--- src/rtl/riscv_datamem_arbiter.sv ---
// Two-port load/store arbiter and one-cycle sequencer for the single-ported data memory.
// Define DATAMEM_ARB_RR_EN for round-robin arbitration; otherwise port 0 has fixed priority.
`ifndef DATAMEM_WIDTH
`define DATAMEM_WIDTH 10
`endif

module riscv_datamem_arbiter #(
  parameter int IDX_W = `DATAMEM_WIDTH
) (
  input  logic        clk,
  input  logic        rst,
  input  logic        p0_req_i,
  input  logic        p0_we_i,
  input  logic [63:0] p0_addr_i,
  input  logic [63:0] p0_wdata_i,
  input  logic        p1_req_i,
  input  logic        p1_we_i,
  input  logic [63:0] p1_addr_i,
  input  logic [63:0] p1_wdata_i,
  output logic        p0_ack_o,
  output logic        p1_ack_o,
  output logic [63:0] rdata_o,
  output logic [1:0]  err_o,
  output logic [63:0] mem_addr_o,
  output logic        mem_re_o,
  output logic        mem_we_o,
  output logic [63:0] mem_wdata_o,
  input  logic [63:0] mem_rdata_i,
  output logic [1:0]  dbg_state_o
);

  // Handshake: a port holds req with a stable payload until its ack pulse;
  // ack lasts exactly one cycle and rdata_o/err_o are only meaningful then.
  typedef enum logic [1:0] {
    IDLE   = 2'd0,
    ACCESS = 2'd1,
    DONE   = 2'd2
  } state_e;

  state_e      state_q, state_d;
  logic        owner_q, owner_d;
  logic [63:0] addr_q, addr_d;
  logic        we_q, we_d;
  logic [63:0] wdata_q, wdata_d;
  logic [63:0] rdata_q, rdata_d;
  logic [1:0]  err_q, err_d;
  logic        win;
  logic        mis;
  logic        inv;
`ifdef DATAMEM_ARB_RR_EN
  logic        last_q, last_d;
`endif

  always_ff @(posedge clk or posedge rst) begin
    if (rst) begin
      state_q <= IDLE;
      owner_q <= 1'b0;
      addr_q  <= '0;
      we_q    <= 1'b0;
      wdata_q <= '0;
      rdata_q <= '0;
      err_q   <= '0;
`ifdef DATAMEM_ARB_RR_EN
      last_q  <= 1'b0;
`endif
    end else begin
      state_q <= state_d;
      owner_q <= owner_d;
      addr_q  <= addr_d;
      we_q    <= we_d;
      wdata_q <= wdata_d;
      rdata_q <= rdata_d;
      err_q   <= err_d;
`ifdef DATAMEM_ARB_RR_EN
      last_q  <= last_d;
`endif
    end
  end

  always_comb begin
    state_d     = state_q;
    owner_d     = owner_q;
    addr_d      = addr_q;
    we_d        = we_q;
    wdata_d     = wdata_q;
    rdata_d     = rdata_q;
    err_d       = err_q;
`ifdef DATAMEM_ARB_RR_EN
    last_d      = last_q;
    win         = (p0_req_i && p1_req_i) ? ~last_q : p1_req_i;
`else
    win         = ~p0_req_i;
`endif
    mis         = (addr_q[2:0] != 3'd0);
    inv         = ((addr_q >> (IDX_W + 3)) != 64'd0);
    mem_addr_o  = '0;
    mem_re_o    = 1'b0;
    mem_we_o    = 1'b0;
    mem_wdata_o = '0;
    p0_ack_o    = 1'b0;
    p1_ack_o    = 1'b0;
    rdata_o     = '0;
    err_o       = '0;

    case (state_q)
      IDLE: begin
        if (p0_req_i || p1_req_i) begin
          owner_d = win;
          addr_d  = win ? p1_addr_i  : p0_addr_i;
          we_d    = win ? p1_we_i    : p0_we_i;
          wdata_d = win ? p1_wdata_i : p0_wdata_i;
          state_d = ACCESS;
        end
      end
      ACCESS: begin
        // Faulting accesses never reach the memory enables.
        mem_addr_o  = addr_q;
        mem_re_o    = ~we_q & ~mis & ~inv;
        mem_we_o    = we_q & ~mis & ~inv;
        mem_wdata_o = wdata_q;
        rdata_d     = mem_re_o ? mem_rdata_i : 64'd0;
        err_d       = {inv, mis};
`ifdef DATAMEM_ARB_RR_EN
        last_d      = owner_q;
`endif
        state_d     = DONE;
      end
      DONE: begin
        p0_ack_o = ~owner_q;
        p1_ack_o = owner_q;
        rdata_o  = rdata_q;
        err_o    = err_q;
        state_d  = IDLE;
      end
      default: state_d = IDLE;
    endcase
  end

  assign dbg_state_o = state_q;

endmodule

--- config.mk ---
export PLATFORM = sky130hd
export DESIGN_NAME = riscv_datamem_arbiter
export DESIGN_NICKNAME = d
export VERILOG_FILES = /design/src/rtl/riscv_datamem_arbiter.sv
export SDC_FILE = /design/constraint.sdc
export NUM_CORES = 1
export LEC_CHECK = 0
export CAP_MARGIN = 15
export CORE_AREA = 2 2 206 208
export DETAILED_ROUTE_END_ITERATION = 10
export DIE_AREA = 0 0 208 210
export DONT_BUFFER_PORTS = 1
export GPL_TIMING_DRIVEN = 0
export PLACE_DENSITY_LB_ADDON = 0.25
export SYNTH_ARGS = -nofsm -noshare
export SYNTH_HDL_FRONTEND = slang
export SYNTH_SLANG_ARGS = --single-unit
--- constraint.sdc ---
create_clock -name clk -period 13.6 [get_ports clk]
set_clock_uncertainty 0.2 [all_clocks]
set_input_delay 2.72 -clock clk [delete_from_list [all_inputs] [get_ports clk]]
set_output_delay 2.72 -clock clk [all_outputs]
set_load 0.05 [all_outputs]
Yosys cells after proc, flatten, opt, wreduce, memory -nomap -nowiden
Index checks and enable logic that the tools add are counted.
W data, S select, Z words.

storage, ports and cells
  register bits after elaboration = 198
  input bits = 326
  word-level logic and storage cells = 38

cells by class
  equality and inequality tests = 3
  multiplexer cells = 14
  bitwise operators = 9
  reduce and logical (&&, ||, !) cells = 5

operators with widths
  kind                  count
  $mux W64              6
  $reduce_bool A64 Y1   1
  $mux W1               5
  $not A1 Y1            5
  $and A1 B1 Y1         4
  $mux W2               2
  $pmux W2 S2           1
  $reduce_bool A3 Y1    1
  $eq A2 B1 Y1 const B  1
  $eq A2 B2 Y1 const B  1
  $logic_not A2 Y1      1
  $ne A2 B2 Y1 const B  1
  $reduce_and A2 Y1     1
  $logic_or A1 B1 Y1    1

Longest topological paths before layout
  depth after elaboration = 5
  gate-level depth with buffers = 7
  depth with buffers taken out = 4

Least setup slack after synthesis
No wires, ideal clock.

  path kind = register to output
  start = register state_q[1], in the netlist dbg_state_o[1]
  end = output port mem_re_o
  data arrival time = 3,208 ps
  required time = 10,680 ps
  path slack = 7,472 ps
  cell stages (with the launch flop) = 7
  path through = dfrtp_1 -> nand2b_1 -> nor4_1 -> nand2b_1 -> clkbuf_1 -> clkbuf_1 -> nor4_1

on the way
  cells in the longest elaborated chain, start to end = 2

ends and longest elaborated chain
  what                      line  text
  start: declaration        40    state_e state_q, state_d;
  start signal: assignment  67    state_q <= state_d;
  $eq A2 B1 Y1              105   case (state_q)
  $mux W1                   105
  end: declaration          25    output logic mem_re_o,

No other way between the ends.

Worst setup path after layout
  start = register state_q[0], in the netlist dbg_state_o[0]
  end = output port mem_re_o

Same word-level chain as after synthesis.

==> results.md <==
* Clk slew on worst S/H paths at 0.08 ns
* Met1 usage at 21.4%
* Least-Margin Pin Slew at 1.06 ns
* Seq/Total Area, Yosys at 47.9%
* Max incr delay on CP at 0.83 ns
* Routed len/inst at 22.0 µm
* # nets final at 1441
* Max Cap Viol at 0
* Syn_area_per_cell at 9.45 µm²
* Outcome: finished, final reports clean
* Met2 usage at 27.2%
* Filler Cell Count at 4518
* Initial Utilization at 24.9%
* DRT iter0 DRCs at 416
* Gr ovfl total at 0
* CTS tree: done
* Pre-antenna DRT Iters at 5
* Postcts setup bufs at 0
* Initial antenna violation count at 1
* Clock buffer depth at 2
* Boundary pin count at 526
* Worst hold start: rdata_q[6]
* Fin util at 28.0%
* Syn Nets at 1420
* Maximum VDD drop at 0.120 mV
* Leakage at 5.10 nW
* CP Max Fanout at 10
* Cell Area, Synth at 0.0103 mm²
* Hold Path Class: reg2reg
* Netlist cell types at 24
* DP Wirelength at 28600 µm
* Routability Congestion at 0.786
* CTS sink cnt at 198
* Pin count of the biggest net entering global routing at 104
* Crit. Startpoint: dbg_state_o[0]
* Drt via density at 4.69
* RSZ-0062 raised after global routing: false
* Vias in the first global route at 8070
* WP buf/inv at 3
* CTS buffer count at 17
* Cell Pwr Density at 247 mW/mm²
* # setup viols final at 0
* Post-synth EDFFs at 0
* Ant diodes at 0
* Fin. Hold Viols at 0
* First-pass GRT wire length at 53500 µm
* Via count at 7818
* Worst slew margin at 29.0%
* Chip Height at 210 µm
* Final wirelength at 36600 µm
* CP Cell Sequence: nand2b_1 -> nor4_1 -> nand2b_1 -> clkbuf_1 -> clkbuf_1 -> nor4_2 -> buf_4
* CP top delay family: simple AND/OR/NAND/NOR gates
* Share of post-route cells with drive strength above 1 at 7.45%
* Critical path's slowest cell: dfrtp_1
* Core footprint at 0.0415 mm²
* Die width at 208 µm
* Gr busiest metal: met2
* Clk Latency, worst-skew pair at 0.45 ns
* Crit path kind: reg2out
* Row Count at 75
* Max Fclk at 151 MHz
* GRT Overall Usage at 16.5%
* PostCTS Resize Cnt at 0
* Max-slew violation count at 0
* Period Utilization, post-route at 48.7%
* Fin Setup TNS at 0 ns
* Die area at 0.0437 mm²
* Crit path DAT at 3.71 ns
* Area Overhead vs Synth at 12.5%
* Required time of the critical path at 10.68 ns
* Clk root buf: clkbuf_16
* CTS Hold Bufs at 0
* Ys flop type: dfrtp_1
* CP Launch Type: flop
* Worst setup EP type: primary output
* Met3 Use GR at 4.71%
* DR DRC count at 0
* DRT antenna net count at 0
* Multi-input logic area at 0.00478 mm²
* Post-synth ARST share at 100%
* Worst r2r src: dbg_state_o[0]
* Cells after Synth at 1094
* Register area at 0.00495 mm²
* Synth Register Bits at 198
* H-tree Lvls at 4
* Fin crit period at 6.63 ns
* YS warnings at 0
* Port Buffers at 0
## cell families after synthesis
logic type,after synthesis,synth area share [%]
compound gates,196,13.0
simple gates,418,20.5
mux,130,12.6
flops,198,47.9
buf+inv,152,5.91
## layer usage
metal,wire [µm],part of all wire (%)
met1,16100,44
met2,17900,49
met3,2290,6.3
met4,369,1.0
met5,13,0.035
## stage by stage
step	hold slack [ns]	instances	setup slack (ns)	power, mW	instance area [µm²]
5_1_grt	0.294	1667	6.61	3.05	11600
6_report	0.275	1667	6.97	2.88	11600
3_5_place_dp	0.259	1635	7.18	2.41	11100
4_1_cts	0.276	1667	6.64	2.92	11600
2_1_floorplan	0.240	1094	5.28	2.09	10300
3_3_place_gp	0.253	1633	2.48	2.41	11000
## worst register-to-register path: stages (launching register included)
cell and delay (ns):
dfrtp_1 0.67, nor2_1 0.33, o21a_1 0.16, clkbuf_1 0.36, clkbuf_1 0.77, clkbuf_1 0.52
a21oi_1 0.15
## synth_stat cells (2+ instances only)
cell type | n | area [µm²]
inv_1 | 66 | 248
a21oi_1 | 131 | 656
buf_6 | 5 | 56.3
mux2i_1 | 129 | 1290
clkbuf_1 | 77 | 289
and2_1 | 195 | 1220
o31ai_1 | 25 | 188
nand2_1 | 66 | 248
o31ai_2 | 38 | 475
nand4_1 | 2 | 12.5
buf_2 | 2 | 10.0
nor2b_1 | 2 | 12.5
buf_1 | 2 | 7.51
nand2b_1 | 2 | 12.5
dfrtp_1 | 198 | 4950
nor4_1 | 14 | 87.6
nor2_1 | 133 | 499
## path summary, 6_finish.rpt
| kind | slack (ns) | depth (start not counted) | endpoint |
|---|---|---|---|
| max in group asynchronous | 10.18 | 2 | addr_q[26] |
| worst min register to register | 0.27 | 2 | rdata_q[6] |
| worst max register to register | 10.29 | 6 | addr_q[5] |
| min in group asynchronous | 1.99 | 1 | wdata_q[50] |
| worst max-delay path | 6.97 | 7 | mem_re_o |
| worst min-delay path | 0.27 | 2 | rdata_q[6] |
## sequential cells by signal (all words and copies together) (netlist names)
signal	count
we_q	1
addr_q	64
wdata_q	64
rdata_q	64
dbg_state_o	2
err_q	2
owner_q	1
## cell type report
| cell class | count | share of cell area, % |
|---|---|---|
| inverter | 66 | 2.20 |
| sequential | 198 | 42.6 |
| timing repair buffer | 2 | 0.301 |
| tap | 539 | 5.80 |
| clock inverter | 9 | 0.603 |
| multi-input combinational | 744 | 41.1 |
| buffer | 86 | 3.12 |
| clock buffer | 23 | 4.28 |
## report_power, final
group	internal (mW)	leakage (nW)	total, mW	switching (mW)
Clock	0.259	0.268	0.498	0.239
Combinational	0.260	2.46	1.45	1.19
Sequential	0.785	2.37	0.927	0.141
Total	1.31	5.10	2.88	1.57
## layout by cell type, fill, tap and decap left out, drive strengths merged, types with 4 or more instances in the layout
| cell | count |
|---|---|
| and2 | 195 |
| inv | 66 |
| nor2 | 133 |
| mux2i | 129 |
| dfrtp | 198 |
| clkbuf | 100 |
| a21oi | 131 |
| buf | 11 |
| clkinv | 5 |
| o31ai | 64 |
| nand2 | 66 |
| nor4 | 14 |
| clkinvlp | 4 |
No activity file was read; power rests on OpenSTA's default activity.
